$ cat src/rtl/icu_pkg.sv
// rtl/icu_pkg.sv - shared types and bus encodings for the I-cache line-fill sequencer
package icu_pkg;

  localparam int LINE_WORDS = 4;

  localparam logic [3:0] ICU_TYPE_LINE = 4'b0100;
  localparam logic [3:0] ICU_TYPE_NC   = 4'b0000;
  localparam logic [1:0] ICU_SIZE_LINE = 2'b11;
  localparam logic [1:0] ICU_SIZE_WORD = 2'b10;

  typedef enum logic [2:0] {
    S_IDLE,
    S_REQ,
    S_FILL,
    S_TAG,
    S_PDOWN
  } fill_state_e;

endpackage

$ cat src/rtl/ic_fill_cnt.sv
// rtl/ic_fill_cnt.sv - beat counter with wrap adder; yields the word index of the current beat
module ic_fill_cnt #(
  parameter int LINE_WORDS = 4
) (
  input  logic       clk,
  input  logic       reset,
  input  logic       clr,
  input  logic       inc,
  input  logic [1:0] start_word,
  output logic [1:0] word_addr,
  output logic       last
);

  logic [1:0] cnt;

  always_ff @(posedge clk) begin
    if (reset || clr) begin
      cnt <= 2'd0;
    end else if (inc) begin
      cnt <= cnt + 2'd1;
    end
  end

  // Two-bit add wraps naturally, giving the critical-word-first order
  assign word_addr = start_word + cnt;
  assign last      = (cnt == 2'(LINE_WORDS - 1));

endmodule

$ cat src/rtl/ic_fill_ctl.sv
// rtl/ic_fill_ctl.sv - I-cache miss line-fill / bypass sequencer with PCSU powerdown handshake
// ICU_CWF_EN: when defined, the line burst starts at the missed word and wraps (critical word first)
module ic_fill_ctl #(
  parameter int AW         = 32,
  parameter int LINE_WORDS = 4
) (
  input  logic          clk,
  input  logic          reset,
  input  logic          miss_req,
  input  logic [AW-1:0] miss_addr,
  input  logic          iu_psr_ice,
  input  logic          iu_flush_e,
  input  logic          pcsu_powerdown,
  input  logic [1:0]    biu_icu_ack,
  output logic          icu_req,
  output logic [AW-1:0] icu_addr,
  output logic [3:0]    icu_type,
  output logic [1:0]    icu_size,
  output logic [1:0]    fill_word_addr,
  output logic [1:0]    icu_ram_we,
  output logic          icu_itag_we,
  output logic          icu_tag_vld,
  output logic          bypass_ack,
  output logic          fill_busy,
  output logic          fill_err,
  output logic          icu_in_powerdown
);

  import icu_pkg::*;

  fill_state_e    state, state_nxt;
  logic [AW-1:2]  addr_q;
  logic           cached_q, abort_q, err_q, pd_q;
  logic           active, beat, err, last_beat, accept;
  logic [1:0]     start_word;
  logic           addr_lsb_unused;

  assign addr_lsb_unused = ^miss_addr[1:0];

  assign active = (state == S_REQ) || (state == S_FILL);
  // A simultaneous data beat and error counts only as the error
  assign err    = active && biu_icu_ack[1];
  assign beat   = active && biu_icu_ack[0] && !biu_icu_ack[1];
  assign accept = (state == S_IDLE) && !pcsu_powerdown && miss_req;

`ifdef ICU_CWF_EN
  assign start_word = addr_q[3:2];
`else
  assign start_word = 2'b00;
`endif

  ic_fill_cnt #(
    .LINE_WORDS (LINE_WORDS)
  ) u_cnt (
    .clk        (clk),
    .reset      (reset),
    .clr        (state == S_IDLE),
    .inc        (beat),
    .start_word (start_word),
    .word_addr  (fill_word_addr),
    .last       (last_beat)
  );

  always_ff @(posedge clk) begin
    if (reset) begin
      state <= S_IDLE;
    end else begin
      state <= state_nxt;
    end
  end

  always_comb begin
    state_nxt   = state;
    icu_req     = 1'b0;
    icu_addr    = '0;
    icu_type    = 4'b0000;
    icu_size    = 2'b00;
    icu_ram_we  = 2'b00;
    icu_itag_we = 1'b0;
    icu_tag_vld = 1'b0;
    bypass_ack  = 1'b0;
    fill_busy   = 1'b0;
    fill_err    = err;

    case (state)
      S_IDLE: begin
        if (pcsu_powerdown) begin
          state_nxt = S_PDOWN;
        end else if (miss_req) begin
          state_nxt = S_REQ;
        end
      end
      S_REQ: begin
        fill_busy = 1'b1;
        icu_req   = 1'b1;
        if (cached_q) begin
          icu_addr = {addr_q[AW-1:4], start_word, 2'b00};
          icu_type = ICU_TYPE_LINE;
          icu_size = ICU_SIZE_LINE;
        end else begin
          icu_addr = {addr_q, 2'b00};
          icu_type = ICU_TYPE_NC;
          icu_size = ICU_SIZE_WORD;
        end
        if (err || beat) begin
          state_nxt = !cached_q ? S_IDLE : (err ? S_TAG : S_FILL);
        end
      end
      S_FILL: begin
        fill_busy = 1'b1;
        if (err || (beat && last_beat)) begin
          state_nxt = S_TAG;
        end
      end
      S_TAG: begin
        fill_busy   = 1'b1;
        icu_itag_we = 1'b1;
        icu_tag_vld = !abort_q && !err_q;
        state_nxt   = S_IDLE;
      end
      S_PDOWN: begin
        if (!pcsu_powerdown) begin
          state_nxt = S_IDLE;
        end
      end
      default: state_nxt = S_IDLE;
    endcase

    if (beat) begin
      if (cached_q && !err_q) begin
        icu_ram_we[fill_word_addr[0]] = 1'b1;
      end
      bypass_ack = !abort_q && (!cached_q || (fill_word_addr == addr_q[3:2]));
    end
  end

  always_ff @(posedge clk) begin
    if (reset) begin
      addr_q   <= '0;
      cached_q <= 1'b0;
      abort_q  <= 1'b0;
      err_q    <= 1'b0;
      pd_q     <= 1'b0;
    end else begin
      pd_q <= (state == S_PDOWN) && pcsu_powerdown;
      if (accept) begin
        addr_q   <= miss_addr[AW-1:2];
        cached_q <= iu_psr_ice;
        abort_q  <= 1'b0;
        err_q    <= 1'b0;
      end else begin
        // A flush stops forwarding only; the burst itself must still drain
        if (fill_busy && iu_flush_e) begin
          abort_q <= 1'b1;
        end
        if (err) begin
          err_q <= 1'b1;
        end
      end
    end
  end

  assign icu_in_powerdown = pd_q;

endmodule

$ cat config.mk
export PLATFORM = sky130hd
export DESIGN_NAME = ic_fill_ctl
export DESIGN_NICKNAME = d
export VERILOG_FILES = /design/src/rtl/icu_pkg.sv /design/src/rtl/ic_fill_cnt.sv /design/src/rtl/ic_fill_ctl.sv
export SDC_FILE = /design/constraint.sdc
export NUM_CORES = 1
export LEC_CHECK = 0
export ABC_AREA = 1
export CAP_MARGIN = 20
export CORE_ASPECT_RATIO = 1.2
export CORE_MARGIN = 5
export CORE_UTILIZATION = 42
export CTS_BUF_LIST = sky130_fd_sc_hd__clkbuf_4 sky130_fd_sc_hd__clkbuf_8
export CTS_CLUSTER_DIAMETER = 80
export CTS_CLUSTER_SIZE = 40
export DETAILED_ROUTE_END_ITERATION = 8
export PLACE_DENSITY_LB_ADDON = 0.15
export SYNTH_ARGS = -nofsm -noshare
export SYNTH_HDL_FRONTEND = slang
export SYNTH_SLANG_ARGS = --single-unit
$ cat constraint.sdc
create_clock -name clk -period 1.7 [get_ports clk]
set_clock_uncertainty 0.15 [all_clocks]
set_input_delay 0.255 -clock clk [delete_from_list [all_inputs] [get_ports clk]]
set_output_delay 0.255 -clock clk [all_outputs]
set_load 0.01 [all_outputs]
* Word level (Yosys, flattened, before mapping)
Index checks and enable logic that the tools add are counted.
** Operators by class
- Eq/ne operators :: 10
- $lt $le $gt $ge :: 2
- Reduce and logical (&&, ||, !) cells :: 26
- Muxes and demuxes :: 23
- Add/subtract/negate cells :: 1
** Operators by type and width (count)
- $mux W32 :: 1
- $mux W3 :: 7
- $logic_and A1 B1 Y1 :: 12
- $pmux W3 S4 :: 1
- $mux W1 :: 8
- $mux W2 :: 4
- $eq A3 B2 Y1 const B :: 2
- $logic_not A1 Y1 :: 5
- $logic_or A1 B1 Y1 :: 5
- $mux W4 :: 1
- $ne A2 B1 Y1 const B :: 2
- $reduce_and A4 Y1 :: 1
- $eq A3 B1 Y1 const B :: 1
- $eq A3 B3 Y1 const B :: 1
- $logic_not A3 Y1 :: 1
- $ne A3 B3 Y1 const B :: 1
- $reduce_or A3 Y1 :: 1
- $add A2 B1 Y2 const B :: 1
- $eq A2 B2 Y1 :: 1
- $eq A2 B2 Y1 const B :: 1
- $lt A1 B2 Y1 const B :: 1
- $ne A2 B2 Y1 const B :: 1
- $reduce_or A2 Y1 :: 1
- $demux W1 S1 :: 1
- $ge A1 B1 Y1 const B :: 1
** Word-level totals
- Bits of input ports :: 40
- Register bits :: 39
- Output and inout port bits :: 49
- Word-level logic and storage cells :: 69

* Logic depth before layout (Yosys ltp)
- Depth after elaboration :: 8
- Depth in mapped cells :: 10
- Mapped depth without buffers :: 10

* Modules after synthesis
From an unflattened synthesis, not the netlist that was laid out.
** Second synthesis, totals
- Cells, all modules :: 267
- Area total of the unflattened synthesis :: 1899.3 um2
** By module, submodules not included
- ic_fill_ctl :: sequential area each 740.7 um2, area an instance 1760.4 um2, times used 1, cells each 247
- ic_fill_cnt :: sequential area each 40.0 um2, area an instance 138.9 um2, times used 1, cells each 20

* Least setup slack after synthesis
No wires, ideal clock.
- Path type :: flip-flop to output port
- From :: register state[2]
- To :: output port bypass_ack
- Arrival :: 1.063 ns
- Buffers on the path :: 0
- Required time :: 1.295 ns
- Setup slack :: 0.232 ns
- Stages on the path, launching flop included :: 6
- Cells stage by stage :: dfxtp_1 > nor2_1 > nand2_1 > nand2_2 > nand3_2 > nor3_1
** On the way
- Cells in the longest elaborated chain, start to end :: 5
- Elaborated cells between the ends (all ways) :: 6
** RTL lines
- from (decl) :: RTL line ic_fill_ctl.sv:31 : fill_state_e state, state_nxt;
- from (signal assigned) :: RTL line ic_fill_ctl.sv:68 : state <= state_nxt;
- $eq A3 B1 Y1 or $eq A3 B2 Y1 (tied branches) :: RTL line ic_fill_ctl.sv:40 : assign active = (state == S_REQ) || (state == S_FILL);
- $logic_or A1 B1 Y1 * :: RTL line ic_fill_ctl.sv:40
- $logic_and A1 B1 Y1 * (2 in a row) :: RTL line ic_fill_ctl.sv:43 : assign beat = active && biu_icu_ack[0] && !biu_icu_ack[1];
- $mux W1 * :: RTL line ic_fill_ctl.sv:129 : if (beat) begin
- to (decl) :: RTL line ic_fill_ctl.sv:23 : output logic bypass_ack,
Mark *: on every way between the ends. The rest lies on a longest branch, timed or not.

* Worst setup path after layout
- From :: register state[2]
- To :: output port icu_addr[3]
** On the way
- Cells in the longest elaborated chain, start to end :: 2
** RTL lines
- $eq A3 B1 Y1 :: RTL line ic_fill_ctl.sv:85 : case (state)
- $mux W32 :: RTL line ic_fill_ctl.sv:85
- to (decl) :: RTL line ic_fill_ctl.sv:16 : output logic [AW-1:0] icu_addr,
No other way between the ends.

==> impl_metrics.yaml <==
status:
  status: "finished, violations left"
  violations: "setup timing"
synthesis:
  synth_top_area_share: 0.420
  synth_ff_type: "dfxtp_1"
  yosys.cell_types.count: 23
  yosys_warnings: 0
  syn-cell-area_mm2: 0.00186
  yosysTopAreaCell: "dfxtp_1"
  synth.area.top_cells: "dfxtp_1, a21oi_1, inv_1"
  ys_ff_latch: 39
  synth_cells: 254
  synth_edf_count: 0
  syn_area_per_cell_um2: 7.32
  async_flop_share: 0
  seq_area_frac_synth: 0.420
route:
  wirelength_mm: 4.83
  drt_iter0_markers: 29
  drc_errors: 0
  met3_wirelength_um: 306
  antenna_left: 0
  vias_per_cell: 4.63
  met2_length_mm: 2.68
  met1_length_mm: 1.79
  vias: 1888
  first_pass_iters: 4
  top_layer: "met4"
  routedWlPerCell_um: 11.8
sta:
  setup_viol: 31
  setup_tns_ns: -1.07
  report.final.slew_viol_count: 0
  timing.fmax_ghz: 0.561
  worst_hold_slack_ns: 0.301
  hold_violations: 0
  setup_ws_ns: -0.0826
  min_period_over_period: 1.05
  finalCriticalPeriod_ns: 1.78
  rsz0062_at_grt: "yes"
worst_setup_path:
  r2r_slack_ns: 0.11
  endpoint_kind: "output pin"
  start_kind: "register"
  cp_max_fo: 6
  worstSetupPathType: "reg2out"
  r2r-end: "addr_q[20]"
  crit_start: "state[2]"
  r2r_cells: 8
  required_ns: 1.29
  regToRegStartpoint: "state[0]"
  crit_arrival_ns: 1.38
layout:
  final_cell_mix: "inv_1, clkdlybuf4s50_1, buf_2, a21oi_1, dfxtp_1"
  drive_gt1_frac: 0.313
  nNetsFinal: 392
  diodes: 0
  mostFrequentLayoutCell: "inv_1"
  final_area_mm2: 0.00290
  syn2layout_area_growth_pct: 56.3
placement:
  portBuffers: 81
  placedInstanceArea_mm2: 0.00279
  gp_congestion: 0.833
  place_hpwl_mm: 3.60
cts:
  clk_latency_ns: 0.28
  cts_tree: "yes"
  cts.clk_slew.worst_paths_ns: 0.08
  cts_max_level: 2
  cts_buffers: 5
  cts_root_buf: "clkbuf_8"
  cts_num_sinks: 39
  cts_buffer_depth: 2
  cts_hold_buf: 0
grt:
  antenna_found_initial: 0
  grt_max_degree: 30
  grt_usage: 0.161
  gr-total-overflow: 0
  grt_pass1_vias: 1907
  grt_pass1_wl_mm: 7.83
floorplan:
  start_util: 0.436
  die_h_um: 82.9
  row_count: 26
  io_pins: 89
  coreArea_mm2: 0.00426
  die_area_mm2: 0.00586
  die_x_um: 70.7
power:
  power_density_mw_per_mm2: 1360
  leakagePower_nw: 1.30
  peakVddDrop_uv: 644
  power_mw: 3.94
min_path:
  hold_path.class: "reg2reg"
  min_to: "addr_q[19]"
  hold_path_depth: 2
  holdCritStartpoint: "addr_q[19]"
run:
  maxCapViolCount: 0
cell usage after synthesis, types with 2 or more instances:
master    count
a21oi_1      37
buf_2         4
buf_4         7
buf_6         6
clkbuf_1      2
dfxtp_1      39
inv_1        44
inv_2         2
nand2_1      21
nand2_2       2
nand3_1       4
nand3_2       2
nor2_1       41
nor3_1        4
o21ai_0       4
o21ai_1      18
o21ai_2      10
xnor2_1       2
how the worst max path moves through the flow:
stage	cells past startpoint	end	slack [ns]
finish	5	icu_addr[3]	-0.08
global route	8	icu_ram_we[0]	-0.16
CTS	8	icu_ram_we[0]	-0.21
detailed placement	7	icu_ram_we[0]	-0.36
global placement	7	icu_ram_we[0]	-0.32
floorplan	5	bypass_ack	0.23
critical path, cell delays in order (launching register included):
cell       delay (ns)
dfxtp_4          0.37
inv_4            0.06
nand3_4          0.09
bufbuf_16        0.28
nor3_1           0.13
buf_2            0.16
report_power, final:
part	internal [mW]	total, mW	switching (mW)
clock	0.585	0.907	0.322
combinational	0.849	1.79	0.945
sequential	1.13	1.24	0.109
total	2.57	3.94	1.38
cells by family after synthesis:
family / count (synthesis) / synth area share
simple gates: 77 / 0.183
compound gates: 69 / 0.206
buf+inv: 65 / 0.172
flops: 39 / 0.420
xor+xnor: 2 / 0.00943
fa+ha+maj: 1 / 0.00673
other cells: 1 / 0.00202
layout make-up:
type | count | area [µm²]
well taps | 56 | 70.1
multi-input cells | 154 | 852
fillers | 396 | 1360
inverters | 46 | 175
flip-flops and latches | 39 | 790
repair buffers | 105 | 881
clock inverters | 3 | 67.6
clock buffers | 5 | 68.8
per-stage QoR:
step,cells,worst slack [ns],utilization
after detailed placement,396,-0.359,0.656
after global routing,408,-0.164,0.681
after floorplan,258,0.232,-
after CTS,405,-0.208,0.667
after global placement,396,-0.323,0.656
final,408,-0.0826,0.681
sequential cells by signal (all words and copies together), names as in the netlist:
signal            flops
cached_q              1
icu_in_powerdown      1
state                 3
addr_q               30
u_cnt.cnt             2
err_q                 1
abort_q               1
per-layer routing:
metal,global-route usage,vias to the layer above
li1,-,978
met1,0.157,860
met2,0.314,45
met3,0.0495,5
met4,0.0496,0
met5,0,-
repair_timing:
| item | CTS | global route |
|---|---|---|
| resized for setup | 171 | 26 |
| endpoints found under the setup margin | 42 | 26 |
| gates cloned | 1 | 0 |
| pin swaps | 0 | 2 |
| buffers inserted | 0 | 4 |
No activity file was read; power rests on OpenSTA's default activity.
